===== src/rtl/transient_pkg.sv =====
`default_nettype none
// +----------------------------------------------------------------------+
// | Module  : transient_pkg                                              |
// | Purpose : Shared types and default constants for the transient       |
// |           softener: FSM state encoding, envelope smoothing shifts,   |
// |           detect threshold and gain-reduction hold length.           |
// | Ports   : none (package)                                             |
// | Rev     : 1.0  initial release                                       |
// +----------------------------------------------------------------------+
package transient_pkg;

  typedef enum logic [1:0] {
    ST_IDLE    = 2'd0,
    ST_ATTACK  = 2'd1,
    ST_HOLD    = 2'd2,
    ST_RELEASE = 2'd3
  } state_t;

  localparam int c_default_width       = 8;
  localparam int c_default_fast_shift  = 2;
  localparam int c_default_slow_shift  = 5;
  localparam int c_default_thresh      = 16;
  localparam int c_default_hold_cycles = 8;

endpackage
`default_nettype wire


===== src/rtl/env_follower.sv =====
`default_nettype none
// +----------------------------------------------------------------------+
// | Module  : env_follower                                               |
// | Purpose : First-order envelope tracker. Moves toward the input by    |
// |           the gap shifted right by SHIFT, never by less than 1, so   |
// |           the envelope always lands exactly on a steady input.       |
// | Ports   : clk, rst (sync, active-high), ena (hold when low),         |
// |           sample_in [WIDTH], env_out [WIDTH] (registered envelope)   |
// | Rev     : 1.0  initial release                                       |
// +----------------------------------------------------------------------+
module env_follower
  import transient_pkg::*;
#(
  parameter int WIDTH = c_default_width,
  parameter int SHIFT = c_default_fast_shift
) (
  input  logic             clk,
  input  logic             rst,
  input  logic             ena,
  input  logic [WIDTH-1:0] sample_in,
  output logic [WIDTH-1:0] env_out
);

  logic [WIDTH-1:0] env_q;
  logic [WIDTH-1:0] env_d;
  logic [WIDTH-1:0] w_gap;
  logic [WIDTH-1:0] w_step;

  // The step never exceeds the gap, so neither direction can wrap.
  always_comb begin
    env_d  = env_q;
    w_gap  = '0;
    w_step = '0;
    if (sample_in > env_q) begin
      w_gap  = sample_in - env_q;
      w_step = w_gap >> SHIFT;
      if (w_step == '0) w_step = WIDTH'(1);
      env_d  = env_q + w_step;
    end else if (sample_in < env_q) begin
      w_gap  = env_q - sample_in;
      w_step = w_gap >> SHIFT;
      if (w_step == '0) w_step = WIDTH'(1);
      env_d  = env_q - w_step;
    end
  end

  always_ff @(posedge clk) begin
    if (rst) begin
      env_q <= '0;
    end else if (ena) begin
      env_q <= env_d;
    end
  end

  assign env_out = env_q;

endmodule
`default_nettype wire


===== src/rtl/transient_softener.sv =====
`default_nettype none
// +----------------------------------------------------------------------+
// | Module  : transient_softener                                         |
// | Purpose : Softens attack transients of an unsigned audio stream.     |
// |           A fast and a slow envelope are compared; when the fast one |
// |           leads by more than THRESH an attack is flagged and a gain  |
// |           reduction is applied, held, then released linearly. An     |
// |           optional sustain cut trims the steady part of the note.    |
// |           Output is the reduced sample rescaled by 1/4.              |
// | Ports   : clk, rst (sync, active-high, beats ena), ena (hold),       |
// |           audio_in [WIDTH], attack_cut, sustain_cut,                 |
// |           audio_out [WIDTH-2] (1-cycle latency), transient_active    |
// | Rev     : 1.0  initial release                                       |
// +----------------------------------------------------------------------+
module transient_softener
  import transient_pkg::*;
#(
  parameter int WIDTH       = c_default_width,
  parameter int FAST_SHIFT  = c_default_fast_shift,
  parameter int SLOW_SHIFT  = c_default_slow_shift,
  parameter int THRESH      = c_default_thresh,
  parameter int HOLD_CYCLES = c_default_hold_cycles
) (
  input  logic             clk,
  input  logic             rst,
  input  logic             ena,
  input  logic [WIDTH-1:0] audio_in,
  input  logic             attack_cut,
  input  logic             sustain_cut,
  output logic [WIDTH-3:0] audio_out,
  output logic             transient_active
);

  localparam int HOLD_W = (HOLD_CYCLES > 1) ? $clog2(HOLD_CYCLES) : 1;
  localparam int EXT_W  = WIDTH + 2;

  logic [WIDTH-1:0]  w_fast_env;
  logic [WIDTH-1:0]  w_slow_env;
  logic [WIDTH-1:0]  w_diff;
  logic              w_det;
  logic [WIDTH-1:0]  w_sr;
  logic signed [EXT_W-1:0] w_sub;
  logic              w_unused_bits;

  state_t            state_q, state_d;
  logic [HOLD_W-1:0] hold_cnt_q, hold_cnt_d;
  logic [WIDTH-1:0]  gr_q, gr_d;
  logic [WIDTH-3:0]  audio_out_q, audio_out_d;

  env_follower #(.WIDTH(WIDTH), .SHIFT(FAST_SHIFT)) u_fast_env (
    .clk       (clk),
    .rst       (rst),
    .ena       (ena),
    .sample_in (audio_in),
    .env_out   (w_fast_env)
  );

  env_follower #(.WIDTH(WIDTH), .SHIFT(SLOW_SHIFT)) u_slow_env (
    .clk       (clk),
    .rst       (rst),
    .ena       (ena),
    .sample_in (audio_in),
    .env_out   (w_slow_env)
  );

  // Only a rising fast envelope counts as a transient.
  assign w_diff = (w_fast_env > w_slow_env) ? (w_fast_env - w_slow_env) : '0;
  assign w_det  = (int'(w_diff) > THRESH);

  // Sustain trim is suppressed while an attack is being handled.
  assign w_sr = (sustain_cut && ((state_q == ST_IDLE) || (state_q == ST_RELEASE)))
              ? (w_slow_env >> 3) : '0;

  // Two spare bits of headroom make the worst case (0 - gr - sr) representable.
  assign w_sub = $signed({2'b00, audio_in}) - $signed({2'b00, gr_q}) - $signed({2'b00, w_sr});

  // A non-negative result never exceeds audio_in, so the low WIDTH bits hold it.
  assign audio_out_d = w_sub[EXT_W-1] ? '0 : w_sub[WIDTH-1:2];

  assign w_unused_bits = ^{w_sub[EXT_W-2:WIDTH], w_sub[1:0]};

  always_comb begin
    state_d    = state_q;
    hold_cnt_d = hold_cnt_q;
    gr_d       = gr_q;
    unique case (state_q)
      ST_IDLE: begin
        gr_d = '0;
        if (w_det) state_d = ST_ATTACK;
      end
      ST_ATTACK: begin
        gr_d = attack_cut ? (w_diff >> 1) : '0;
        if (!w_det) begin
          state_d    = ST_HOLD;
          hold_cnt_d = HOLD_W'(HOLD_CYCLES - 1);
        end
      end
      ST_HOLD: begin
        if (w_det) begin
          state_d = ST_ATTACK;
        end else if (hold_cnt_q == '0) begin
          state_d = ST_RELEASE;
        end else begin
          hold_cnt_d = hold_cnt_q - HOLD_W'(1);
        end
      end
      ST_RELEASE: begin
        if (gr_q != '0) gr_d = gr_q - WIDTH'(1);
        if (w_det) begin
          state_d = ST_ATTACK;
        end else if (gr_q == '0) begin
          state_d = ST_IDLE;
        end
      end
      default: state_d = ST_IDLE;
    endcase
  end

  always_ff @(posedge clk) begin
    if (rst) begin
      state_q     <= ST_IDLE;
      hold_cnt_q  <= '0;
      gr_q        <= '0;
      audio_out_q <= '0;
    end else if (ena) begin
      state_q     <= state_d;
      hold_cnt_q  <= hold_cnt_d;
      gr_q        <= gr_d;
      audio_out_q <= audio_out_d;
    end
  end

  assign audio_out        = audio_out_q;
  assign transient_active = (state_q == ST_ATTACK) || (state_q == ST_HOLD);

endmodule
`default_nettype wire


===== config.mk =====
export PLATFORM = sky130hd
export DESIGN_NAME = transient_softener
export DESIGN_NICKNAME = d
export VERILOG_FILES = /design/src/rtl/transient_pkg.sv /design/src/rtl/env_follower.sv /design/src/rtl/transient_softener.sv
export SDC_FILE = /design/constraint.sdc
export NUM_CORES = 1
export LEC_CHECK = 0
export BUFFER_PORTS_ARGS = -buffer_cell sky130_fd_sc_hd__buf_2
export CAP_MARGIN = 5
export CELL_PAD_IN_SITES_DETAIL_PLACEMENT = 1
export CELL_PAD_IN_SITES_GLOBAL_PLACEMENT = 1
export CORE_MARGIN = 2
export CORE_UTILIZATION = 39
export DETAILED_ROUTE_END_ITERATION = 7
export PLACE_DENSITY_LB_ADDON = 0.1
export SETUP_SLACK_MARGIN = 0.02
export SLEW_MARGIN = 40
export SYNTH_ARGS = -nofsm -noshare
export SYNTH_HDL_FRONTEND = slang
export SYNTH_HIERARCHICAL = 1
export SYNTH_SLANG_ARGS = --single-unit

===== constraint.sdc =====
create_clock -name clk -period 5.95 [get_ports clk]
set_clock_uncertainty 0.15 [all_clocks]
set_input_delay 0.8925 -clock clk [delete_from_list [all_inputs] [get_ports clk]]
set_output_delay 0.8925 -clock clk [all_outputs]
set_load 0.01 [all_outputs]

[Word level (Yosys, flattened, before mapping)]
Cells that the tools add are included.
Word-level totals
  bits in registers: 35
  bits of input ports: 13
  logic and storage cells: 86
  output and inout port bits: 7
Operators by class
  reduce and logical (&&, ||, !) cells: 20
  magnitude comparators: 6
  equality and inequality tests: 10
  $add $sub $neg: 13
  mux-type cells: 31
Operators with widths (count)
  $mux 8: 12
  $sub 8x8->8: 7
  $logic_not 8->1: 5
  $gt 8x8->1: 3
  $pmux 8 s3: 1
  $mux 6: 3
  $add 8x8->8: 2
  $lt 8x8->1: 2
  $mux 3: 5
  $mux 2: 6
  $reduce_and 5->1: 2
  $sub 9x6->10: 1
  $sub 8x8->9: 1
  $gt 8x5->1 const B: 1
  $ne 2x2->1 const B: 4
  $pmux 2 s4: 1
  $reduce_bool 8->1: 1
  $sub 8x1->8 const B: 1
  $mux 7: 1
  $pmux 3 s2: 1
  $reduce_bool 2->1: 3
  $mux 5: 1
  $eq 2x2->1 const B: 2
  $reduce_and 2->1: 2
  other kinds (11): 12

[Logic depth before layout (Yosys ltp)]
  word-level depth: 8
  gate-level depth with buffers: 22
  mapped depth without buffers: 21

[By module]
Netlist, hierarchy kept.
By module, submodules not included
  transient_softener: area an instance 2097.0 µm², sequential area each 380.4 µm², cells each 270, instances 1
  env_follower (u_fast_env): area an instance 1476.4 µm², sequential area each 160.2 µm², cells each 199, instances 1
  env_follower (u_slow_env): area an instance 1283.7 µm², sequential area each 160.2 µm², cells each 159, instances 1

[Worst setup path after synthesis]
Ideal clock, no wire load.
  kind: input to register
  from: input port audio_in[4]
  to: register u_fast_env.env_q[7] (netlist: u_fast_env/env_out[7])
  setup slack: 1.319 ns
  path buffers: 1
  required time: 5.730 ns
  stages: 21
  setup time: 0.070 ns
  data arrival time: 4.411 ns
  cell sequence: inv_1 ha_1 buf_2 and3_1 a21o_1 a21oi_2 a211oi_2 a21oi_1 ha_1 inv_1 nor3_1 xnor2_1 a21oi_1 ha_1 inv_1 a21oi_1 a41o_1 o41a_1 xor2_1 or3_1 a21oi_1
Between the ends
  word-level cells in the longest chain between the ends: 8
  elaborated cells between the ends (all ways): 17
  classes of those cells: add/sub: 4; order compare: 2; mux: 7; reduce/logical: 4
RTL lines
  from (decl): line transient_softener.sv:27  | input logic [WIDTH-1:0] audio_in,
  $sub 8x8->8: line env_follower.sv:40  | w_gap = env_q - sample_in;
  $logic_not 8->1: line env_follower.sv:42  | if (w_step == '0) w_step = WIDTH'(1);
  $mux 6: line env_follower.sv:42
  $mux 8: line env_follower.sv:39  | end else if (sample_in < env_q) begin
  $mux 8: line env_follower.sv:34  | if (sample_in > env_q) begin
  $sub 8x8->8: line env_follower.sv:43  | env_d = env_q - w_step;
  $mux 8: line env_follower.sv:39
  $mux 8: line env_follower.sv:34
  to (signal assigned): line env_follower.sv:51  | env_q <= env_d;
  to (decl): line env_follower.sv:24  | logic [WIDTH-1:0] env_q;
Parallel ways exist; a longest one is shown, timed or not. The select of a mux whose other input is x is not followed.
A chain may end at the register's enable or synchronous reset.

[Worst setup path in the final report]
Same ends and word-level chain as after synthesis.

==> flow_summary_export.csv <==
group,metric,value,unit
final_layout,fin_nets,726,
final_layout,fillerInstances,1486,
route,wire_per_inst,17.1,um
place,numPortBuffers,19,
global_routing,antenna_found_initial,0,
clock_tree,cts.clk_slew.worst_paths,0.06,ns
worst_setup_path,critical_path_arrival,5.08,ns
pwr,p_clk_frac,0.101,
pwr,p_int,1500,uW
pwr,p_sw,1560,uW
worst_setup_path,start_kind,"input port",
global_routing,grtUsageTotal,0.217,
pwr,combPwrFrac,0.768,
synthesis,synth_top_family_by_area,"compound AO/OA/AOI/OAI gates",
synthesis,ys.flop_type,"dfxtp_1",
synthesis,seq_area_frac_synth,0.144,
outcome,status,"finished, final reports clean",
clock_tree,cts_resized,0,
sta,min_period,5.02,ns
sta,finalMaxSlewViolations,0,
sta,tns,0,ns
synthesis,yosysWarnings,6,
worst_setup_path,crit_chain,"buf_2, inv_1, ha_1, a21o_1, a21o_1, a21o_1, a21oi_2, a211oi_2, a21oi_1, ha_1, inv_1, nor3_1, xnor2_1, a21oi_1, ha_1, inv_1, a21oi_1, a41o_1, o41a_1, xor2_1, or3_1, a21oi_1",
floorplanning,start_util,0.403,
worst_setup_path,cp_max_fo,14,
synthesis,synth_compound_area_frac,0.264,
floorplanning,fp.dieW,116,um
route,via_count,4417,
sta,final-hold-violation-count,0,
final_layout,final_common_cell,"ha_1",
clock_tree,clock-root-buffer,"clkbuf_16",
global_routing,grt_pass1_wl,23100,um
synthesis,synthesis.area,4860,um2
clock_tree,cts_max_level,2,
pwr,power_frac_seq,0.130,
sta,fin_hold_ws,0.337,ns
min_path,hold_path_class,"flip-flop to flip-flop",
global_routing,grt_overflow,0,
final_layout,most-common-layout-cells,"ha_1, inv_1, nor2_1, a21oi_1, dfxtp_1",
clock_tree,ctsHoldBuffers,0,
route,vias_per_cell,5.51,
place,gp_congestion,0.827,
synthesis,synth_seq_cells,35,
synthesis,synth_xor_area_frac,0.0848,
route,drtPass1Iterations,4,
run,cap_violations,0,
sta,fmax,199,MHz
pwr,p_leak,0.00226,uW
final_layout,drive_above_1_share,0.0899,
synthesis,synth_edf_count,0,
final_layout,register_area,701,um2
floorplanning,fp.coreArea,12100,um2
route,drt_iter0_drc,123,
floorplanning,io_pins,20,
final_layout,area_delta_synth_final,7.19,%
synthesis,synthCells,628,
synthesis,synthArstFlopShare,0,
clock_tree,clkSinkCount,35,
pwr,swShare,0.511,
worst_setup_path,critPathMaxStageDelay,0.48,ns
synthesis,muxShareOfSynthArea,0.0345,
floorplanning,die_area,13400,um2
clock_tree,numCtsBuffers,5,
worst_setup_path,worstSetupPathType,"input port to flip-flop",
clock_tree,postCtsSetupBuffers,0,
synthesis,yosysTopAreaCellShare,0.196,
pwr,ir_worst_vdd,0.335,mV
sta,fin_crit_sh,0.843,
final_layout,utilization,0.432,
synthesis,synth-simple-area-share,0.176,
floorplanning,die_h,116,um
worst_setup_path,path_common_cell,"a21oi_1",
worst_setup_path,end_kind,"flip-flop",
route,routed_wl,13700,um
clock_tree,clk_latency,0.29,ns
synthesis,synth_cell_types,77,
synthesis,synth_area_per_cell,7.73,um2
sta,setup_viol,0,
clock_tree,clockBufferDepth,2,
pwr,p_per_area,587,nW/um2
floorplanning,rows,40,
synthesis,synth_fp_nets,721,
global_routing,first_global_vias,4651,
synthesis,synthAdderAreaFrac,0.212,
final_layout,multi_input_area,3750,um2
place,dp_hpwl,11100,um
route,ant_nets,0,
sta,slew-limit-headroom,0.482,
final_layout,antennaDiodeCount,0,
worst_setup_path,crit_required,6.01,ns
route,drc,0,
sta,rsz0062_at_grt,"no",
synthesis,yosys.area.top_type,"ha_1",
global_routing,grt_max_degree,33,
clock_tree,cts_tree,"done",
synthesis,synth_area_leaders,"ha_1, dfxtp_1, inv_1",
worst_setup_path,cp_slowest_cell,"ha_1",
sta,worst_pin_slew,0.770,ns
==> flip-flops by register name (all words and copies together), names as in the netlist <==
| name | cells |
|---|---|
| hold_cnt_q | 3 |
| u_fast_env/env_out | 8 |
| state_q | 2 |
| u_slow_env/env_out | 8 |
| gr_q | 8 |
| audio_out | 6 |
==> cells in the mapped netlist, types with 4 or more instances <==
cell type  instances
nor2b_1           10
nor3_1            28
nand2b_1          14
ha_1              76
xnor2_1           25
o31a_1             5
inv_1             71
o21ai_0           20
o21ai_1            8
o21a_1             6
nand4_1            4
clkbuf_1           5
o2111ai_1          4
nand2_1           34
and3_1             4
xor2_1            22
a211oi_1           5
dfxtp_1           35
a31oi_1            8
a21oi_1           52
mux2i_1           13
o211ai_1           7
buf_2              8
a22o_1             7
a311oi_1           4
nor2_1            53
buf_6              4
fa_1               4
a21o_1            15
==> power by group through the flow <==
stage / Clock, uW / Combinational [uW] / Sequential (uW)
2_1_floorplan: 0 / 1890 / 363
3_3_place_gp: 0 / 2280 / 401
3_5_place_dp: 0 / 2340 / 404
4_1_cts: 316 / 2360 / 400
5_1_grt: 323 / 2660 / 410
6_report: 309 / 2350 / 398
==> through the flow <==
step / instances / total power, uW / instance area (um2) / setup WS [ns]
after floorplan: 628 / 2260 / 4860 / 1.32
after global placement: 794 / 2680 / 5030 / 0.776
after detailed placement: 794 / 2750 / 5030 / 0.625
after CTS: 802 / 3080 / 5210 / 0.911
after global routing: 802 / 3390 / 5210 / 0.623
final: 802 / 3060 / 5210 / 0.932
==> final timing paths <==
| kind | from | depth (start not counted) | slack, ns | to |
|---|---|---|---|---|
| hold reg to reg | audio_out[5] | 1 | 0.34 | audio_out[5] |
| hold / removal | audio_out[5] | 1 | 0.34 | audio_out[5] |
| setup / recovery | audio_in[4] | 22 | 0.93 | u_fast_env/env_out[7] |
| setup reg to reg | u_fast_env/env_out[4] | 20 | 1.23 | u_fast_env/env_out[7] |
==> critical path, delay by kind of cell <==
kind            cells  cell delay [ns]
compound gates     11             1.94
fa+ha+maj           3             1.03
simple gates        2             0.55
buf+inv             4             0.36
xor+xnor            2             0.29
==> metal layers <==
metal,share of wire,up-vias,global-route usage
met5,0,-,0
met4,0.0084,0,0.0273
met3,0.018,8,0.0282
met2,0.49,31,0.391
met1,0.48,2137,0.284
li1,-,2241,-
==> cells by family after synthesis <==
group | after synthesis
adder cells (fa/ha/maj) | 80
flip-flops | 35
AO/OA/AOI/OAI | 185
XOR/XNOR | 47
multiplexers | 16
buffers and inverters | 94
AND/OR/NAND/NOR | 171
==> cell type report <==
class	count	area share
Clock buffer	5	0.0240
Clock inverter	3	0.00889
Tap cell	168	0.0404
Timing Repair Buffer	20	0.0197
Sequential cell	35	0.135
Multi-Input combinational cell	499	0.721
Inverter	72	0.0519
No activity file was read; power rests on OpenSTA's default activity.
